--- config.mk ---
export PLATFORM = sky130hd
export DESIGN_NAME = mem_access_ctrl_flat
export DESIGN_NICKNAME = d
export VERILOG_FILES = /design/src/rtl/mem_access_ctrl_if.sv /design/src/rtl/mem_access_ctrl.sv /design/src/flat_wrapper.sv
export SDC_FILE = /design/constraint.sdc
export NUM_CORES = 1
export LEC_CHECK = 0
export CAP_MARGIN = 0
export CORE_MARGIN = 1
export CORE_UTILIZATION = 40
export CTS_CLUSTER_SIZE = 25
export DETAILED_ROUTE_END_ITERATION = 7
export GPL_ROUTABILITY_DRIVEN = 1
export GPL_TIMING_DRIVEN = 0
export MAX_ROUTING_LAYER = met4
export PLACE_DENSITY = 0.83
export SETUP_SLACK_MARGIN = 0.02
export SLEW_MARGIN = 25
export SYNTH_ARGS = -nofsm -noshare
export SYNTH_HDL_FRONTEND = slang
export SYNTH_SLANG_ARGS = --single-unit
--- constraint.sdc ---
create_clock -name clk -period 4.5 [get_ports clk]
set_input_delay 0.9 -clock clk [delete_from_list [all_inputs] [get_ports clk]]
set_output_delay 0.9 -clock clk [all_outputs]
set_load 0.01 [all_outputs]
--- src/rtl/mem_access_ctrl_if.sv ---
// Data-memory port between the access controller (master) and the memory (slave).
// The controller drives the request side; the memory returns ack and read data.
interface mem_access_ctrl_if;
  logic        mem_req;
  logic        mem_we;
  logic [31:0] mem_addr;
  logic [3:0]  mem_wstrb;
  logic [31:0] mem_wdata;
  logic        mem_ack;
  logic [31:0] mem_rdata;

  modport master (
    output mem_req, mem_we, mem_addr, mem_wstrb, mem_wdata,
    input  mem_ack, mem_rdata
  );

  modport slave (
    input  mem_req, mem_we, mem_addr, mem_wstrb, mem_wdata,
    output mem_ack, mem_rdata
  );
endinterface

--- src/rtl/mem_access_ctrl.sv ---
// Turns the EX/MEM MemRead/MemWrite controls into a req/ack data-memory access,
// stalling the pipeline until completion and flagging misaligned or timed-out accesses.
module mem_access_ctrl #(
  parameter int TIMEOUT_CYCLES = 255,
  parameter int CNT_W          = 8
) (
  input  logic                clk,
  input  logic                rst,
  input  logic                MemRead,
  input  logic [1:0]          MemWrite,
  input  logic [31:0]         addr,
  input  logic [31:0]         wdata,
  output logic                stall,
  output logic [31:0]         rdata,
  output logic                rdata_valid,
  output logic                misalign,
  output logic                timeout_err,
  mem_access_ctrl_if.master   mem
);

  typedef enum logic {IDLE, REQ} state_t;

  localparam bit              TIMEOUT_EN = (TIMEOUT_CYCLES != 0);
  localparam logic [CNT_W-1:0] LAST_CNT  =
    CNT_W'(TIMEOUT_CYCLES == 0 ? 0 : TIMEOUT_CYCLES - 1);

  state_t           state_q, state_d;
  logic [CNT_W-1:0] cnt_q;

  logic        is_write;
  logic        access;
  logic        aligned;
  logic [3:0]  wstrb_d;
  logic [31:0] wdata_d;

  logic        launch;
  logic        reject;
  logic        ack_hit;
  logic        timeout_hit;

  // Access decode: a store of any size takes precedence over a simultaneous load.
  always_comb begin
    // NOTE: every always_comb output gets a default first so no path leaves it
    // unassigned and a latch cannot be inferred.
    is_write = (MemWrite != 2'b00);
    access   = MemRead | is_write;
    aligned  = 1'b1;
    wstrb_d  = 4'b0000;
    wdata_d  = wdata;
    case (MemWrite)
      2'b01: begin
        wstrb_d = 4'b0001 << addr[1:0];
        wdata_d = {4{wdata[7:0]}};
      end
      2'b10: begin
        aligned = ~addr[0];
        wstrb_d = 4'b0011 << {addr[1], 1'b0};
        wdata_d = {2{wdata[15:0]}};
      end
      2'b11: begin
        aligned = (addr[1:0] == 2'b00);
        wstrb_d = 4'b1111;
      end
      default: begin
        aligned = (addr[1:0] == 2'b00);
      end
    endcase
  end

  // Next state and stall. Stall drops on the ack or timeout cycle so the
  // pipeline advances on the same edge the access retires.
  always_comb begin
    state_d     = state_q;
    stall       = 1'b0;
    launch      = 1'b0;
    reject      = 1'b0;
    ack_hit     = 1'b0;
    timeout_hit = 1'b0;
    case (state_q)
      IDLE: begin
        if (access) begin
          if (aligned) begin
            stall   = 1'b1;
            launch  = 1'b1;
            state_d = REQ;
          end else begin
            reject  = 1'b1;
          end
        end
      end
      REQ: begin
        if (mem.mem_ack) begin
          ack_hit = 1'b1;
          state_d = IDLE;
        end else if (TIMEOUT_EN && (cnt_q == LAST_CNT)) begin
          timeout_hit = 1'b1;
          state_d     = IDLE;
        end else begin
          stall = 1'b1;
        end
      end
      default: state_d = IDLE;
    endcase
  end

  always_ff @(posedge clk) begin
    // NOTE: sequential state is written with non-blocking assignments so every
    // register samples the pre-edge value of every other register.
    if (rst) begin
      state_q       <= IDLE;
      cnt_q         <= '0;
      mem.mem_req   <= 1'b0;
      mem.mem_we    <= 1'b0;
      mem.mem_addr  <= '0;
      mem.mem_wstrb <= '0;
      mem.mem_wdata <= '0;
      rdata         <= '0;
      rdata_valid   <= 1'b0;
      misalign      <= 1'b0;
      timeout_err   <= 1'b0;
    end else begin
      state_q     <= state_d;
      rdata_valid <= 1'b0;
      misalign    <= reject;
      timeout_err <= timeout_hit;

      if (launch) begin
        mem.mem_req   <= 1'b1;
        mem.mem_we    <= is_write;
        mem.mem_addr  <= {addr[31:2], 2'b00};
        mem.mem_wstrb <= wstrb_d;
        mem.mem_wdata <= wdata_d;
        cnt_q         <= '0;
      end

      if (state_q == REQ && !ack_hit && !timeout_hit) begin
        cnt_q <= cnt_q + 1'b1;
      end

      if (ack_hit || timeout_hit) begin
        mem.mem_req <= 1'b0;
      end

      if (ack_hit && !mem.mem_we) begin
        rdata       <= mem.mem_rdata;
        rdata_valid <= 1'b1;
      end
    end
  end

endmodule

--- src/flat_wrapper.sv ---
// flat-port wrapper written by rule: the top's interface ports become plain ports
module mem_access_ctrl_flat 
#(
  parameter int TIMEOUT_CYCLES = 255,
  parameter int CNT_W          = 8
)
  (clk, rst, MemRead, MemWrite, addr, wdata, stall, rdata, rdata_valid, misalign, timeout_err, mem_mem_req, mem_mem_we, mem_mem_addr, mem_mem_wstrb, mem_mem_wdata, mem_mem_ack, mem_mem_rdata);
  mem_access_ctrl_if mem_i ();
  input  logic clk;
  input  logic rst;
  input  logic MemRead;
  input  logic [1:0] MemWrite;
  input  logic [31:0] addr;
  input  logic [31:0] wdata;
  output logic stall;
  output logic [31:0] rdata;
  output logic rdata_valid;
  output logic misalign;
  output logic timeout_err;
  output wire logic [$bits(mem_i.mem_req)-1:0] mem_mem_req;
  output wire logic [$bits(mem_i.mem_we)-1:0] mem_mem_we;
  output wire logic [$bits(mem_i.mem_addr)-1:0] mem_mem_addr;
  output wire logic [$bits(mem_i.mem_wstrb)-1:0] mem_mem_wstrb;
  output wire logic [$bits(mem_i.mem_wdata)-1:0] mem_mem_wdata;
  input wire logic [$bits(mem_i.mem_ack)-1:0] mem_mem_ack;
  input wire logic [$bits(mem_i.mem_rdata)-1:0] mem_mem_rdata;
  assign mem_mem_req = mem_i.mem_req;
  assign mem_mem_we = mem_i.mem_we;
  assign mem_mem_addr = mem_i.mem_addr;
  assign mem_mem_wstrb = mem_i.mem_wstrb;
  assign mem_mem_wdata = mem_i.mem_wdata;
  assign mem_i.mem_ack = mem_mem_ack;
  assign mem_i.mem_rdata = mem_mem_rdata;
  mem_access_ctrl #(.TIMEOUT_CYCLES(TIMEOUT_CYCLES), .CNT_W(CNT_W)) u_core (.clk(clk), .rst(rst), .MemRead(MemRead), .MemWrite(MemWrite), .addr(addr), .wdata(wdata), .stall(stall), .rdata(rdata), .rdata_valid(rdata_valid), .misalign(misalign), .timeout_err(timeout_err), .mem(mem_i));
endmodule
==> impl_metrics.tcl <==
set metrics [dict create \
    numCtsBuffers 9 \
    synth_edf_count 0 \
    path_buf_inv 4 \
    post-route-util_pct 63.5 \
    reg2reg_from "u_core.cnt_q[0]" \
    r2r_cells 6 \
    boundaryPins 208 \
    avgSynthCellArea_sq_um 8.47 \
    grt_overflow_total 0 \
    synth.area.top_cells "dfxtp_1 (47%), a21oi_1 (10%), nand2_1 (5.9%)" \
    vias 5056 \
    dp_hpwl_microns 11900 \
    drt_first_iter_violations 327 \
    htree_levels 3 \
    place_area_sq_mm 0.00698 \
    tritoncts "built" \
    diodes 0 \
    cp.depth 8 \
    clock_latency_ns 0.35 \
    yosysTopAreaCellShare_pct 47.3 \
    tightest_slew_ns 0.619 \
    syn-cell-area_sq_mm 0.00474 \
    rsz0062_at_grt "false" \
    die_h_microns 111 \
    grt_usage_pct 26.0 \
    finalCritPeriodShare_pct 90.9 \
    antenna_left 0 \
    clk_pin_slew_worst_paths_ns 0.08 \
    path_cells "clkdlybuf4s50_1, inv_1, ha_1, nand2b_1, o22ai_2, buf_6, o21ai_2, clkdlybuf4s50_1" \
    wirelength_microns 15700 \
    rrSetupSlack_ns 2.78 \
    dr.pass1.iters 8 \
    async_flop_share_pct 0 \
    p_leak_nw 2.53 \
    synthFlopType "dfxtp_1" \
    ir_drop_mv 0.254 \
    initial_utilization_pct 41.4 \
    worstPathMaxFanout 10 \
    skew_ns 0.00518 \
    synth_seq_cells 112 \
    area_growth_pct 53.6 \
    cts_setup_buffers 0 \
    wl_per_cell_microns 17.0 \
    power_per_cell_area_mw_per_mm2 350 \
    rows 39 \
    slew_viol_final 0 \
    critPathLaunch "MemWrite[0]" \
    portBuffers 205 \
    cp_slowest_stage_delay_ns 0.58 \
    min_period_ns 4.09 \
    drive_gt1_share_pct 7.67 \
    holdWs_ns 0.460 \
    drc 0 \
    r2r-end "u_core.cnt_q[3]" \
    cp.required_ns 3.60 \
    worst_path_max_delay_cell "clkdlybuf4s50_1" \
    dieArea_sq_mm 0.0123 \
    maxCapViolCount 0 \
    cts_hold_buf 0 \
    relSlewSlack_pct 58.7 \
    nets 886 \
    avgViaCountPerCell 5.47 \
    path_delay_family "buffers and inverters" \
    ctsResizeCount 0 \
    root_buffer "clkbuf_16" \
    routabilityCongestion 0.890 \
    grt_max_degree 20 \
    synthCells 560 \
    hold_viol 0 \
    yosysSeqAreaShare_pct 47.3 \
    ys_types 48 \
    status "completed" \
    setup.worst_path.end "stall" \
    min_path_type "reg -> reg" \
    crit_arrival_ns 3.19 \
    finalSetupViolCount 0 \
    grt_pass1_vias 4995 \
    die_w_microns 111 \
    ys_warn_count 0 \
    critPathLaunchType "input port" \
    grt_pass1_wl_microns 24900 \
    cp_common_cell "clkdlybuf4s50_1" \
    antenna_found_initial 0 \
    cts.sinks 112 \
    final_area_sq_mm 0.00728 \
    synth_top_cell_by_area "dfxtp_1" \
    fmax_ghz 0.244 \
    worstSetupPathType "in -> out" \
    clockBufferDepth 2 \
    worstSetupEndpointType "output pin" \
    finalSetupTns_ns 0 \
    fp.coreArea_sq_mm 0.0115 \
]
==> placed cells by master (no fill, tap or decap), types with 7 or more instances in the layout <==
master and instances:
a211oi_1 9, o21ai_0 53, nand2_1 74, ha_1 7, dfxtp_1 112, a31oi_1 8
clkdlybuf4s50_1 205, nand2b_1 8, clkbuf_16 9, buf_2 15, nand3_1 41, o2111ai_1 21
clkbuf_1 25, a21oi_1 99, a22oi_1 8, nor2b_1 10
==> routing by layer <==
| metal | up-vias | routed length (microns) | GRT usage (%) |
|---|---|---|---|
| li1 | 2427 | - | - |
| met1 | 2327 | 6490 | 30.3 |
| met2 | 268 | 7650 | 43.9 |
| met3 | 34 | 1110 | 4.26 |
| met4 | 0 | 472 | 11.8 |
| met5 | - | 0 | - |
==> area by class of cell <==
cell class                 instances  area, sq um
fill                             943         4190
buffer                            55          290
clock inverter                     7         80.1
clock buffer                       9          225
timing repair buffer             205         2050
multi-input combinational        390         2200
inverter                           4         15.0
sequential                       112         2240
tap                              143          179
==> registers in the layout, summed over array words and instances (netlist names) <==
register and flops:
u_core.misalign 1, u_core.rdata 32, u_core.cnt_q 8, u_core.mem.mem_req 1, u_core.mem.mem_addr 30, u_core.rdata_valid 1
u_core.state_q 1, u_core.timeout_err 1, u_core.mem.mem_we 1, u_core.mem.mem_wstrb 4, u_core.mem.mem_wdata 32
==> metrics by stage <==
step	total power [W]	setup WS [ns]	instances
2_1_floorplan	0.00142	1.70	561
3_3_place_gp	0.00173	0.428	909
3_5_place_dp	0.00175	0.403	909
4_1_cts	0.00255	0.402	925
5_1_grt	0.00265	0.297	925
6_report	0.00255	0.408	925
==> cells in the mapped netlist, types with 2 or more instances <==
cell and n:
xor2_1 2, a21oi_1 99, o211ai_1 2, o21ai_1 6, nand2_1 74, a22oi_1 8
dfxtp_1 112, ha_1 7, buf_4 5, a211oi_2 2, buf_2 15, or3_1 2
o21ai_0 53, o31ai_1 2, o21bai_1 2, o21ai_2 2, nor2b_1 10, clkbuf_1 25
a211oi_1 9, o2111ai_1 21, nor3_2 4, buf_6 6, buf_1 3, nand2b_1 8
inv_1 4, nor2_1 6, or2_2 2, a31oi_1 8, o21a_1 2, nand3_1 41
==> where the power goes <==
| part | total (W) | switching [W] | internal, W |
|---|---|---|---|
| clock network | 0.000813 | 0.000376 | 0.000437 |
| registers | 0.00110 | 0.0000411 | 0.00106 |
| logic | 0.000629 | 0.000318 | 0.000310 |
| total | 0.00255 | 0.000735 | 0.00181 |
==> cells by family after synthesis <==
logic type	Yosys count	share of synthesized area, %
adder cells (fa/ha/maj)	7	1.85
other	1	0.0791
buffers and inverters	59	6.44
XOR/XNOR	2	0.369
AO/OA/AOI/OAI	221	27.5
multiplexers	1	0.211
AND/OR/NAND/NOR	157	16.3
flip-flops	112	47.3
==> tightest hold or removal path: stages (launching register included) <==
cell,delay (ns)
dfxtp_1,0.31
nand2_1,0.05
a21oi_1,0.05
==> worst min path at each step <==
stage               slack (ns)             start          endpoint  cells past startpoint
finish                    0.46  u_core.rdata[17]  u_core.rdata[17]                      2
global placement          0.44   u_core.rdata[8]   u_core.rdata[8]                      2
CTS                       0.46   u_core.rdata[6]   u_core.rdata[6]                      2
detailed placement        0.45   u_core.rdata[6]   u_core.rdata[6]                      2
global route              0.48  u_core.rdata[26]  u_core.rdata[26]                      2
floorplan                 0.47   u_core.cnt_q[6]   u_core.cnt_q[6]                      2
Power figures use the tool's default switching activity.
